===== src/rtl/ysyx_041461_pipe_ctrl_pkg.sv =====
// Shared definitions for the ysyx_041461 pipeline control unit (CD).
// The enum holds the flush FSM state encodings.
package ysyx_041461_pipe_ctrl_pkg;

    typedef enum logic [1:0] {
        ysyx_041461_CD_RUN     = 2'd0,
        ysyx_041461_CD_WAIT_IF = 2'd1,
        ysyx_041461_CD_FLUSH   = 2'd2
    } cd_state_e;

    localparam int unsigned REG_ADDR_W = 5;

endpackage


===== src/rtl/ysyx_041461_pipe_ctrl_if.sv =====
// Bundle between the pipeline control unit and the pipeline stages.
// The master modport is the control unit, and the slave modport is the pipeline side.
interface ysyx_041461_pipe_ctrl_if #(
    parameter int STALL_CNT_W = 32
);
    import ysyx_041461_pipe_ctrl_pkg::*;

    logic                   id_valid;
    logic [REG_ADDR_W-1:0]  id_rs1;
    logic [REG_ADDR_W-1:0]  id_rs2;
    logic                   id_use_rs1;
    logic                   id_use_rs2;
    logic                   exe_valid;
    logic [REG_ADDR_W-1:0]  exe_rd;
    logic                   exe_is_load;
    logic                   exe_busy;
    logic                   exe_redirect;
    logic                   mem_req;
    logic                   mem_ready;
    logic                   if_req;
    logic                   if_ready;
    logic                   wb_trap;

    logic                   pc_enable;
    logic                   pc_trap_sel;
    logic                   IFreg_enable;
    logic                   IDreg_enable;
    logic                   EXEreg_enable;
    logic                   MEMreg_enable;
    logic                   WBreg_enable;
    logic                   IDreg_valid_fromCD;
    logic                   EXEreg_valid_fromCD;
    logic                   MEMreg_valid_fromCD;
    logic                   WBreg_valid_fromCD;
    logic [STALL_CNT_W-1:0] stall_cycles;

    modport master (
        input  id_valid, id_rs1, id_rs2, id_use_rs1, id_use_rs2,
        input  exe_valid, exe_rd, exe_is_load, exe_busy, exe_redirect,
        input  mem_req, mem_ready, if_req, if_ready, wb_trap,
        output pc_enable, pc_trap_sel,
        output IFreg_enable, IDreg_enable, EXEreg_enable, MEMreg_enable, WBreg_enable,
        output IDreg_valid_fromCD, EXEreg_valid_fromCD, MEMreg_valid_fromCD, WBreg_valid_fromCD,
        output stall_cycles
    );

    modport slave (
        output id_valid, id_rs1, id_rs2, id_use_rs1, id_use_rs2,
        output exe_valid, exe_rd, exe_is_load, exe_busy, exe_redirect,
        output mem_req, mem_ready, if_req, if_ready, wb_trap,
        input  pc_enable, pc_trap_sel,
        input  IFreg_enable, IDreg_enable, EXEreg_enable, MEMreg_enable, WBreg_enable,
        input  IDreg_valid_fromCD, EXEreg_valid_fromCD, MEMreg_valid_fromCD, WBreg_valid_fromCD,
        input  stall_cycles
    );

endinterface


===== src/rtl/ysyx_041461_load_use_cmp.sv =====
// Load-use hazard detector. It flags an ID instruction that reads the
// non-zero destination register of a load currently in EXE.
module ysyx_041461_load_use_cmp
    import ysyx_041461_pipe_ctrl_pkg::*;
(
    input  logic                  id_valid,
    input  logic [REG_ADDR_W-1:0] id_rs1,
    input  logic [REG_ADDR_W-1:0] id_rs2,
    input  logic                  id_use_rs1,
    input  logic                  id_use_rs2,
    input  logic                  exe_valid,
    input  logic [REG_ADDR_W-1:0] exe_rd,
    input  logic                  exe_is_load,
    output logic                  lu
);

    logic rs1_hit;
    logic rs2_hit;

    assign rs1_hit = id_use_rs1 && (id_rs1 == exe_rd);
    assign rs2_hit = id_use_rs2 && (id_rs2 == exe_rd);

    // x0 never carries a real dependency, so a load into x0 does not stall.
    assign lu = exe_valid && exe_is_load && (exe_rd != '0) && id_valid && (rs1_hit || rs2_hit);

endmodule


===== src/rtl/ysyx_041461_pipe_ctrl.sv =====
// Pipeline control unit. It contains the priority stall/flush mux, the trap flush FSM
// and a saturating count of the cycles in which the PC is held.
module ysyx_041461_pipe_ctrl
    import ysyx_041461_pipe_ctrl_pkg::*;
#(
    parameter int STALL_CNT_W = 32
) (
    input  logic                     clk,
    input  logic                     rst,
    ysyx_041461_pipe_ctrl_if.master  cd
);

    cd_state_e              state;
    cd_state_e              state_nxt;
    logic                   lu;
    logic                   memstall;
    logic                   ifpend;
    logic                   pc_en;
    logic                   trap_sel;
    logic [4:0]             stage_en;
    logic [3:0]             stage_vld;
    logic [STALL_CNT_W-1:0] stall_cnt;

    ysyx_041461_load_use_cmp u_lu_cmp (
        .id_valid    (cd.id_valid),
        .id_rs1      (cd.id_rs1),
        .id_rs2      (cd.id_rs2),
        .id_use_rs1  (cd.id_use_rs1),
        .id_use_rs2  (cd.id_use_rs2),
        .exe_valid   (cd.exe_valid),
        .exe_rd      (cd.exe_rd),
        .exe_is_load (cd.exe_is_load),
        .lu          (lu)
    );

    assign memstall = cd.mem_req && !cd.mem_ready;
    assign ifpend   = cd.if_req && !cd.if_ready;

    always_ff @(posedge clk or posedge rst) begin
        if (rst) begin
            state <= ysyx_041461_CD_RUN;
        end else begin
            state <= state_nxt;
        end
    end

    // stage_en is {IF,ID,EXE,MEM,WB} and stage_vld is {ID,EXE,MEM,WB}. Reset forces the idle values.
    always_comb begin
        pc_en     = 1'b1;
        trap_sel  = 1'b0;
        stage_en  = 5'b11111;
        stage_vld = 4'b1111;
        state_nxt = state;
        if (!rst) begin
            unique case (state)
                ysyx_041461_CD_RUN: begin
                    if (cd.wb_trap) begin
                        pc_en     = 1'b0;
                        stage_en  = 5'b00000;
                        state_nxt = ifpend ? ysyx_041461_CD_WAIT_IF : ysyx_041461_CD_FLUSH;
                    end else if (memstall) begin
                        pc_en    = 1'b0;
                        stage_en = 5'b00000;
                    end else if (cd.exe_busy || (cd.exe_redirect && ifpend)) begin
                        // Holding EXE keeps a pending redirect alive until fetch settles.
                        pc_en        = 1'b0;
                        stage_en     = 5'b00011;
                        stage_vld[1] = 1'b0;
                    end else if (cd.exe_redirect) begin
                        stage_vld[3] = 1'b0;
                        stage_vld[2] = 1'b0;
                    end else if (lu) begin
                        pc_en        = 1'b0;
                        stage_en     = 5'b00111;
                        stage_vld[2] = 1'b0;
                    end else if (ifpend) begin
                        pc_en        = 1'b0;
                        stage_en     = 5'b01111;
                        stage_vld[3] = 1'b0;
                    end
                end
                ysyx_041461_CD_WAIT_IF: begin
                    pc_en    = 1'b0;
                    stage_en = 5'b00000;
                    if (cd.if_ready) begin
                        state_nxt = ysyx_041461_CD_FLUSH;
                    end
                end
                ysyx_041461_CD_FLUSH: begin
                    trap_sel  = 1'b1;
                    stage_vld = 4'b0000;
                    state_nxt = ysyx_041461_CD_RUN;
                end
                default: begin
                    state_nxt = ysyx_041461_CD_RUN;
                end
            endcase
        end
    end

    always_ff @(posedge clk or posedge rst) begin
        if (rst) begin
            stall_cnt <= '0;
        end else if (!pc_en && !(&stall_cnt)) begin
            stall_cnt <= stall_cnt + STALL_CNT_W'(1);
        end
    end

    assign cd.pc_enable           = pc_en;
    assign cd.pc_trap_sel         = trap_sel;
    assign cd.IFreg_enable        = stage_en[4];
    assign cd.IDreg_enable        = stage_en[3];
    assign cd.EXEreg_enable       = stage_en[2];
    assign cd.MEMreg_enable       = stage_en[1];
    assign cd.WBreg_enable        = stage_en[0];
    assign cd.IDreg_valid_fromCD  = stage_vld[3];
    assign cd.EXEreg_valid_fromCD = stage_vld[2];
    assign cd.MEMreg_valid_fromCD = stage_vld[1];
    assign cd.WBreg_valid_fromCD  = stage_vld[0];
    assign cd.stall_cycles        = stall_cnt;

endmodule


===== src/flat_wrapper.sv =====
// flat-port wrapper written by rule: the top's interface ports become plain ports
module ysyx_041461_pipe_ctrl_flat import ysyx_041461_pipe_ctrl_pkg::*;
#(
    parameter int STALL_CNT_W = 32
)
  (clk, rst, cd_id_valid, cd_id_rs1, cd_id_rs2, cd_id_use_rs1, cd_id_use_rs2, cd_exe_valid, cd_exe_rd, cd_exe_is_load, cd_exe_busy, cd_exe_redirect, cd_mem_req, cd_mem_ready, cd_if_req, cd_if_ready, cd_wb_trap, cd_pc_enable, cd_pc_trap_sel, cd_IFreg_enable, cd_IDreg_enable, cd_EXEreg_enable, cd_MEMreg_enable, cd_WBreg_enable, cd_IDreg_valid_fromCD, cd_EXEreg_valid_fromCD, cd_MEMreg_valid_fromCD, cd_WBreg_valid_fromCD, cd_stall_cycles);
  ysyx_041461_pipe_ctrl_if #(.STALL_CNT_W(STALL_CNT_W)) cd_i ();
  input  logic clk;
  input  logic rst;
  input wire logic [$bits(cd_i.id_valid)-1:0] cd_id_valid;
  input wire logic [$bits(cd_i.id_rs1)-1:0] cd_id_rs1;
  input wire logic [$bits(cd_i.id_rs2)-1:0] cd_id_rs2;
  input wire logic [$bits(cd_i.id_use_rs1)-1:0] cd_id_use_rs1;
  input wire logic [$bits(cd_i.id_use_rs2)-1:0] cd_id_use_rs2;
  input wire logic [$bits(cd_i.exe_valid)-1:0] cd_exe_valid;
  input wire logic [$bits(cd_i.exe_rd)-1:0] cd_exe_rd;
  input wire logic [$bits(cd_i.exe_is_load)-1:0] cd_exe_is_load;
  input wire logic [$bits(cd_i.exe_busy)-1:0] cd_exe_busy;
  input wire logic [$bits(cd_i.exe_redirect)-1:0] cd_exe_redirect;
  input wire logic [$bits(cd_i.mem_req)-1:0] cd_mem_req;
  input wire logic [$bits(cd_i.mem_ready)-1:0] cd_mem_ready;
  input wire logic [$bits(cd_i.if_req)-1:0] cd_if_req;
  input wire logic [$bits(cd_i.if_ready)-1:0] cd_if_ready;
  input wire logic [$bits(cd_i.wb_trap)-1:0] cd_wb_trap;
  output wire logic [$bits(cd_i.pc_enable)-1:0] cd_pc_enable;
  output wire logic [$bits(cd_i.pc_trap_sel)-1:0] cd_pc_trap_sel;
  output wire logic [$bits(cd_i.IFreg_enable)-1:0] cd_IFreg_enable;
  output wire logic [$bits(cd_i.IDreg_enable)-1:0] cd_IDreg_enable;
  output wire logic [$bits(cd_i.EXEreg_enable)-1:0] cd_EXEreg_enable;
  output wire logic [$bits(cd_i.MEMreg_enable)-1:0] cd_MEMreg_enable;
  output wire logic [$bits(cd_i.WBreg_enable)-1:0] cd_WBreg_enable;
  output wire logic [$bits(cd_i.IDreg_valid_fromCD)-1:0] cd_IDreg_valid_fromCD;
  output wire logic [$bits(cd_i.EXEreg_valid_fromCD)-1:0] cd_EXEreg_valid_fromCD;
  output wire logic [$bits(cd_i.MEMreg_valid_fromCD)-1:0] cd_MEMreg_valid_fromCD;
  output wire logic [$bits(cd_i.WBreg_valid_fromCD)-1:0] cd_WBreg_valid_fromCD;
  output wire logic [$bits(cd_i.stall_cycles)-1:0] cd_stall_cycles;
  assign cd_i.id_valid = cd_id_valid;
  assign cd_i.id_rs1 = cd_id_rs1;
  assign cd_i.id_rs2 = cd_id_rs2;
  assign cd_i.id_use_rs1 = cd_id_use_rs1;
  assign cd_i.id_use_rs2 = cd_id_use_rs2;
  assign cd_i.exe_valid = cd_exe_valid;
  assign cd_i.exe_rd = cd_exe_rd;
  assign cd_i.exe_is_load = cd_exe_is_load;
  assign cd_i.exe_busy = cd_exe_busy;
  assign cd_i.exe_redirect = cd_exe_redirect;
  assign cd_i.mem_req = cd_mem_req;
  assign cd_i.mem_ready = cd_mem_ready;
  assign cd_i.if_req = cd_if_req;
  assign cd_i.if_ready = cd_if_ready;
  assign cd_i.wb_trap = cd_wb_trap;
  assign cd_pc_enable = cd_i.pc_enable;
  assign cd_pc_trap_sel = cd_i.pc_trap_sel;
  assign cd_IFreg_enable = cd_i.IFreg_enable;
  assign cd_IDreg_enable = cd_i.IDreg_enable;
  assign cd_EXEreg_enable = cd_i.EXEreg_enable;
  assign cd_MEMreg_enable = cd_i.MEMreg_enable;
  assign cd_WBreg_enable = cd_i.WBreg_enable;
  assign cd_IDreg_valid_fromCD = cd_i.IDreg_valid_fromCD;
  assign cd_EXEreg_valid_fromCD = cd_i.EXEreg_valid_fromCD;
  assign cd_MEMreg_valid_fromCD = cd_i.MEMreg_valid_fromCD;
  assign cd_WBreg_valid_fromCD = cd_i.WBreg_valid_fromCD;
  assign cd_stall_cycles = cd_i.stall_cycles;
  ysyx_041461_pipe_ctrl #(.STALL_CNT_W(STALL_CNT_W)) u_core (.clk(clk), .rst(rst), .cd(cd_i));
endmodule

===== config.mk =====
export PLATFORM = sky130hd
export DESIGN_NAME = ysyx_041461_pipe_ctrl_flat
export DESIGN_NICKNAME = d
export VERILOG_FILES = /design/src/rtl/ysyx_041461_pipe_ctrl_pkg.sv /design/src/rtl/ysyx_041461_pipe_ctrl_if.sv /design/src/rtl/ysyx_041461_load_use_cmp.sv /design/src/rtl/ysyx_041461_pipe_ctrl.sv /design/src/flat_wrapper.sv
export SDC_FILE = /design/constraint.sdc
export NUM_CORES = 1
export LEC_CHECK = 0
export BUFFER_PORTS_ARGS = -buffer_cell sky130_fd_sc_hd__buf_2
export CAP_MARGIN = 25
export CORE_MARGIN = 2
export CORE_UTILIZATION = 40
export DETAILED_ROUTE_END_ITERATION = 7
export GPL_TIMING_DRIVEN = 0
export PLACE_DENSITY = 0.76
export SYNTH_ARGS = -nofsm -noshare
export SYNTH_HDL_FRONTEND = slang
export SYNTH_HIERARCHICAL = 1
export SYNTH_SLANG_ARGS = --single-unit

===== constraint.sdc =====
create_clock -name clk -period 4.79 [get_ports clk]
set_input_delay 1.437 -clock clk [delete_from_list [all_inputs] [get_ports clk]]
set_output_delay 1.437 -clock clk [all_outputs]
set_load 0.02 [all_outputs]

# Yosys cells after proc, flatten, opt, wreduce, memory -nomap -nowiden
# Index checks and enable logic that the tools add are counted.
# word_totals
latch_bits	0
mem_bits_rw	0
reg_bits	34
input_bits	29
memories	0
romBits	0
# classes
n_div	0
addsub	1
n_mux	32
n_reduce_logical	20
n_eq_ne	6
order_cmp	0
shift	0
n_bitwise	1
multipliers	0
# op_table
operator	count
$mux W5	7
$add A32 B1 Y32 const B	1
$reduce_and A32 Y1	1
$mux W1	13
$eq A5 B5 Y1	2
$logic_and A1 B1 Y1	10
$mux W2	5
$pmux W5 S2	1
$mux W3	2
$pmux W3 S2	1
$reduce_bool A5 Y1	1
$logic_not A1 Y1	4
$mux W4	1
$ne A2 B2 Y1 const B	2
$pmux W2 S2	1
$reduce_and A3 Y1	1
$eq A2 B1 Y1 const B	1
$eq A2 B2 Y1 const B	1
$logic_not A2 Y1	1
$logic_or A1 B1 Y1	2
$pmux W1 S2	1
$not A1 Y1	1

# Longest topological paths before layout
# depth
ltp_word	13
ltp_mapped	10

# Modules after synthesis
# Netlist, hierarchy kept.
# by_module_without_submodules
module	n_inst	cells_each	seq_area_each_um2	area_each_um2
ysyx_041461_pipe_ctrl	1	191	850.8	1863.0
ysyx_041461_load_use_cmp	1	17	0.0	131.4

# Worst setup path before layout
# OpenSTA, ideal clock, no wires.
# synth_path
path_type	in2out
start	input port cd_exe_rd[2]
end	output port cd_pc_enable
required_ns	3.353
path_stages	8
t_arrival_ns	3.187
setup_slack_ns	0.166
path_cell_list	or4_1 > o2111ai_1 > a21oi_1 > inv_1 > nor2_1 > o41ai_2 > buf_2 > buf_4
# synth_between
elab_chain_len	11
word_cells_on_any_way	16
# synth_rtl
item	line	source
start: declaration	flat_wrapper.sv:16	input wire logic [$bits(cd_i.exe_rd)-1:0] cd_exe_rd;
$eq A5 B5 Y1, or another cell as far along	ysyx_041461_load_use_cmp.sv:20	assign rs1_hit = id_use_rs1 && (id_rs1 == exe_rd);
$logic_and A1 B1 Y1 (on tied branches)	ysyx_041461_load_use_cmp.sv:20, ysyx_041461_load_use_cmp.sv:21, ysyx_041461_load_use_cmp.sv:24	
$logic_or A1 B1 Y1 or $logic_and A1 B1 Y1 (tied branches)	ysyx_041461_load_use_cmp.sv:24	assign lu = exe_valid && exe_is_load && (exe_rd != '0) && id_valid && (rs1_hit || rs2_hit);
$logic_and A1 B1 Y1 *	ysyx_041461_load_use_cmp.sv:24	
via u_core.lu	ysyx_041461_pipe_ctrl.sv:15	logic lu;
$mux W1 *	ysyx_041461_pipe_ctrl.sv:72	end else if (lu) begin
$mux W1 *	ysyx_041461_pipe_ctrl.sv:69	end else if (cd.exe_redirect) begin
$mux W1 *	ysyx_041461_pipe_ctrl.sv:64	end else if (cd.exe_busy || (cd.exe_redirect && ifpend)) begin
$mux W1 *	ysyx_041461_pipe_ctrl.sv:61	end else if (memstall) begin
$mux W1 *	ysyx_041461_pipe_ctrl.sv:57	if (cd.wb_trap) begin
$pmux W1 S2 *	ysyx_041461_pipe_ctrl.sv:55	unique case (state)
$mux W1 *	ysyx_041461_pipe_ctrl.sv:54	if (!rst) begin
end: declaration	flat_wrapper.sv:25	output wire logic [$bits(cd_i.pc_enable)-1:0] cd_pc_enable;
# The timed path passes the listed nets; every way through them passes the cells marked *.

# Worst setup path after layout
# Ends and elaborated chain as after synthesis.

==> reports/metrics.cfg <==
[power_and_ir_drop]
total_power_uw=891
power_leakage_nw=1.23
power_density_nw_per_um2=342
irDropWorstVdd_v=0.000207

[timing]
hold_violations=0
period_needed_ns=4.69
worstMarginPinSlew_ns=0.682
tns_ns=0
fmax_mhz=213
slew_headroom=0.545
finClkSkew_ns=0.00681
fin_crit_sh=0.980
setup_viol=0
drv_slew=0
fin_hold_ws_ns=0.481
setup_slack_ns=0.0958
grt_setup_unrepaired=no

[grt]
track_usage=0.190
grt-ovfl-total=0
grt_start_max_net_pins=20
grt_pass1_vias=1771
antenna_found_initial=0
grt_pass1_wl_mm=8.05

[synth]
synth_edf_count=0
syn-num-nets=238
synth.avg_cell_area_um2=9.59
synthFlopType=dfrtp_1
synth-async-reset-ratio=1.00
synth_area_um2=1990
ys_seq_area_frac=0.427
synth_seq_cells=34
synth_cell_type_count=35
yosysWarnings=6
synth_cells=208

[cts]
clockRootBuffer=clkbuf_8
clock_sinks=34
clk_pin_slew_ns=0.07
insertion_delay_ns=0.29
cts_buffer_depth=2
holdBufCountCts=0
h-tree-depth=2
cts_buffers=5
cts_tree=built

[hold_path]
hold_class=reg -> reg

[cells_and_area]
areaGrowthSynthToFinish_pct=30.7
layout.cells.non_filler=357
final_common_cell=buf_2
final_cell_mix=buf_2, xor2_1, dfrtp_1
fillCellCount=437
drive_gt1_frac=0.345
final_core_util=0.548
final_nets=319
antennaDiodeCount=0
finalInstanceArea_um2=2610

[floorplanning]
ioPinCount=72
dieArea_um2=5570
initial_core_util=0.419
num_rows=25
core-area_um2=4750
die_y_um=74.6
die_w_um=74.6

[setup_path]
cp_cell_sequence=buf_2 -> or4_4 -> o2111ai_2 -> a21oi_2 -> inv_2 -> nor2_2 -> o41ai_4 -> buf_6 -> buf_4 -> buf_4
slowest_stage=or4_4
path_max_fanout=4
required_ns=3.35
arrival_ns=3.26
end_kind=output pin
cp_num_buf_inv=5
timing_worst_setup_path_type=in -> out
cp_top_family=compound AO/OA/AOI/OAI gates
cp_slowest_stage_delay_ns=0.53
worstSetupStartpointType=input pin
cpMostUsedCell=buf_4

[routing]
drt-vias-per-instance=5.31
drt_pass1_iterations=4
routedWlPerCell_um=14.1
via_count=1895
wl_mm=5.04
detail_route.iter0.violations=69
drc_errors=0
postRouteAntennaNets=0

[place]
io_buffers=70
gp_congestion=0.813
dp_hpwl_mm=3.73
dp.cells=346
dp_slack_ns=-0.287
place_area_um2=2460

[run_status]
status=finished, final reports clean

[run]
maxCapViolations=0

final timing paths:
kind	cells past startpoint	start	endpoint	slack, ns
max in group asynchronous	3	rst	u_core/cd.stall_cycles[11]	2.90
min reg2reg	1	u_core/cd.stall_cycles[26]	u_core/cd.stall_cycles[26]	0.48
max reg2reg	7	u_core/cd.stall_cycles[0]	u_core/cd.stall_cycles[9]	2.65
min in group asynchronous	2	rst	u_core/cd.stall_cycles[19]	1.36
max	10	cd_exe_rd[2]	cd_pc_enable	0.1
min	1	u_core/cd.stall_cycles[26]	u_core/cd.stall_cycles[26]	0.48
cell families after synthesis:
logic type                 after synthesis  share of synthesized area
and+or+nand+nor                        108                      0.311
xor gates and xnor gates                41                      0.180
DFF                                     34                      0.427
buffers and inverters                   12                     0.0320
AOI/OAI and AO/OA                       11                     0.0383
muxes                                    1                    0.00565
adders and majority gates                1                    0.00627
timing repair:
item                       CTS  global route
setup buffers                3             0
setup endpoints to repair    2             2
gates resized for setup      4             5
pin swaps                    1             2
flip-flops by register name (all words and copies together), names as in the netlist:
signal,cells
u_core/cd.stall_cycles,32
u_core/state,2
layout make-up:
type / count / area [um^2] / area share
clock buffers: 7 / 86.3 / 0.0331
well taps: 67 / 83.8 / 0.0322
clock inverters: 1 / 5.00 / 0.00192
flip-flops and latches: 34 / 851 / 0.326
repair buffers: 74 / 403 / 0.155
inverters: 4 / 15.0 / 0.00576
plain buffers: 8 / 55.1 / 0.0211
multi-input cells: 162 / 1110 / 0.425
synthesized netlist by cell type, drive strengths merged, types with 2 or more instances:
cell	n	share of area
o21ai	3	0.0075
buf	7	0.023
and4	2	0.0088
nor3b	5	0.024
a21oi	3	0.0075
and3	4	0.013
nand4	10	0.039
nor2	17	0.032
nand2	19	0.036
nor3	16	0.040
xnor2	2	0.0088
dfrtp	34	0.43
nor4b	3	0.016
nor4	16	0.058
or2	2	0.0063
nor2b	2	0.0063
nand3	10	0.025
inv	4	0.0075
xor2	39	0.17
power breakdown:
group | internal, mW | total, mW | switching [mW]
logic | 0.107 | 0.279 | 0.172
clock network | 0.116 | 0.218 | 0.102
registers | 0.334 | 0.394 | 0.0606
routing by layer:
layer | part of all wire | global-route usage | vias up | wire (um)
li1 | - | - | 901 | -
met1 | 0.42 | 0.230 | 899 | 2100
met2 | 0.48 | 0.322 | 88 | 2430
met3 | 0.090 | 0.0509 | 7 | 454
met4 | 0.013 | 0.0754 | 0 | 65
met5 | 0 | 0 | - | 0
Power figures use the tool's default switching activity.
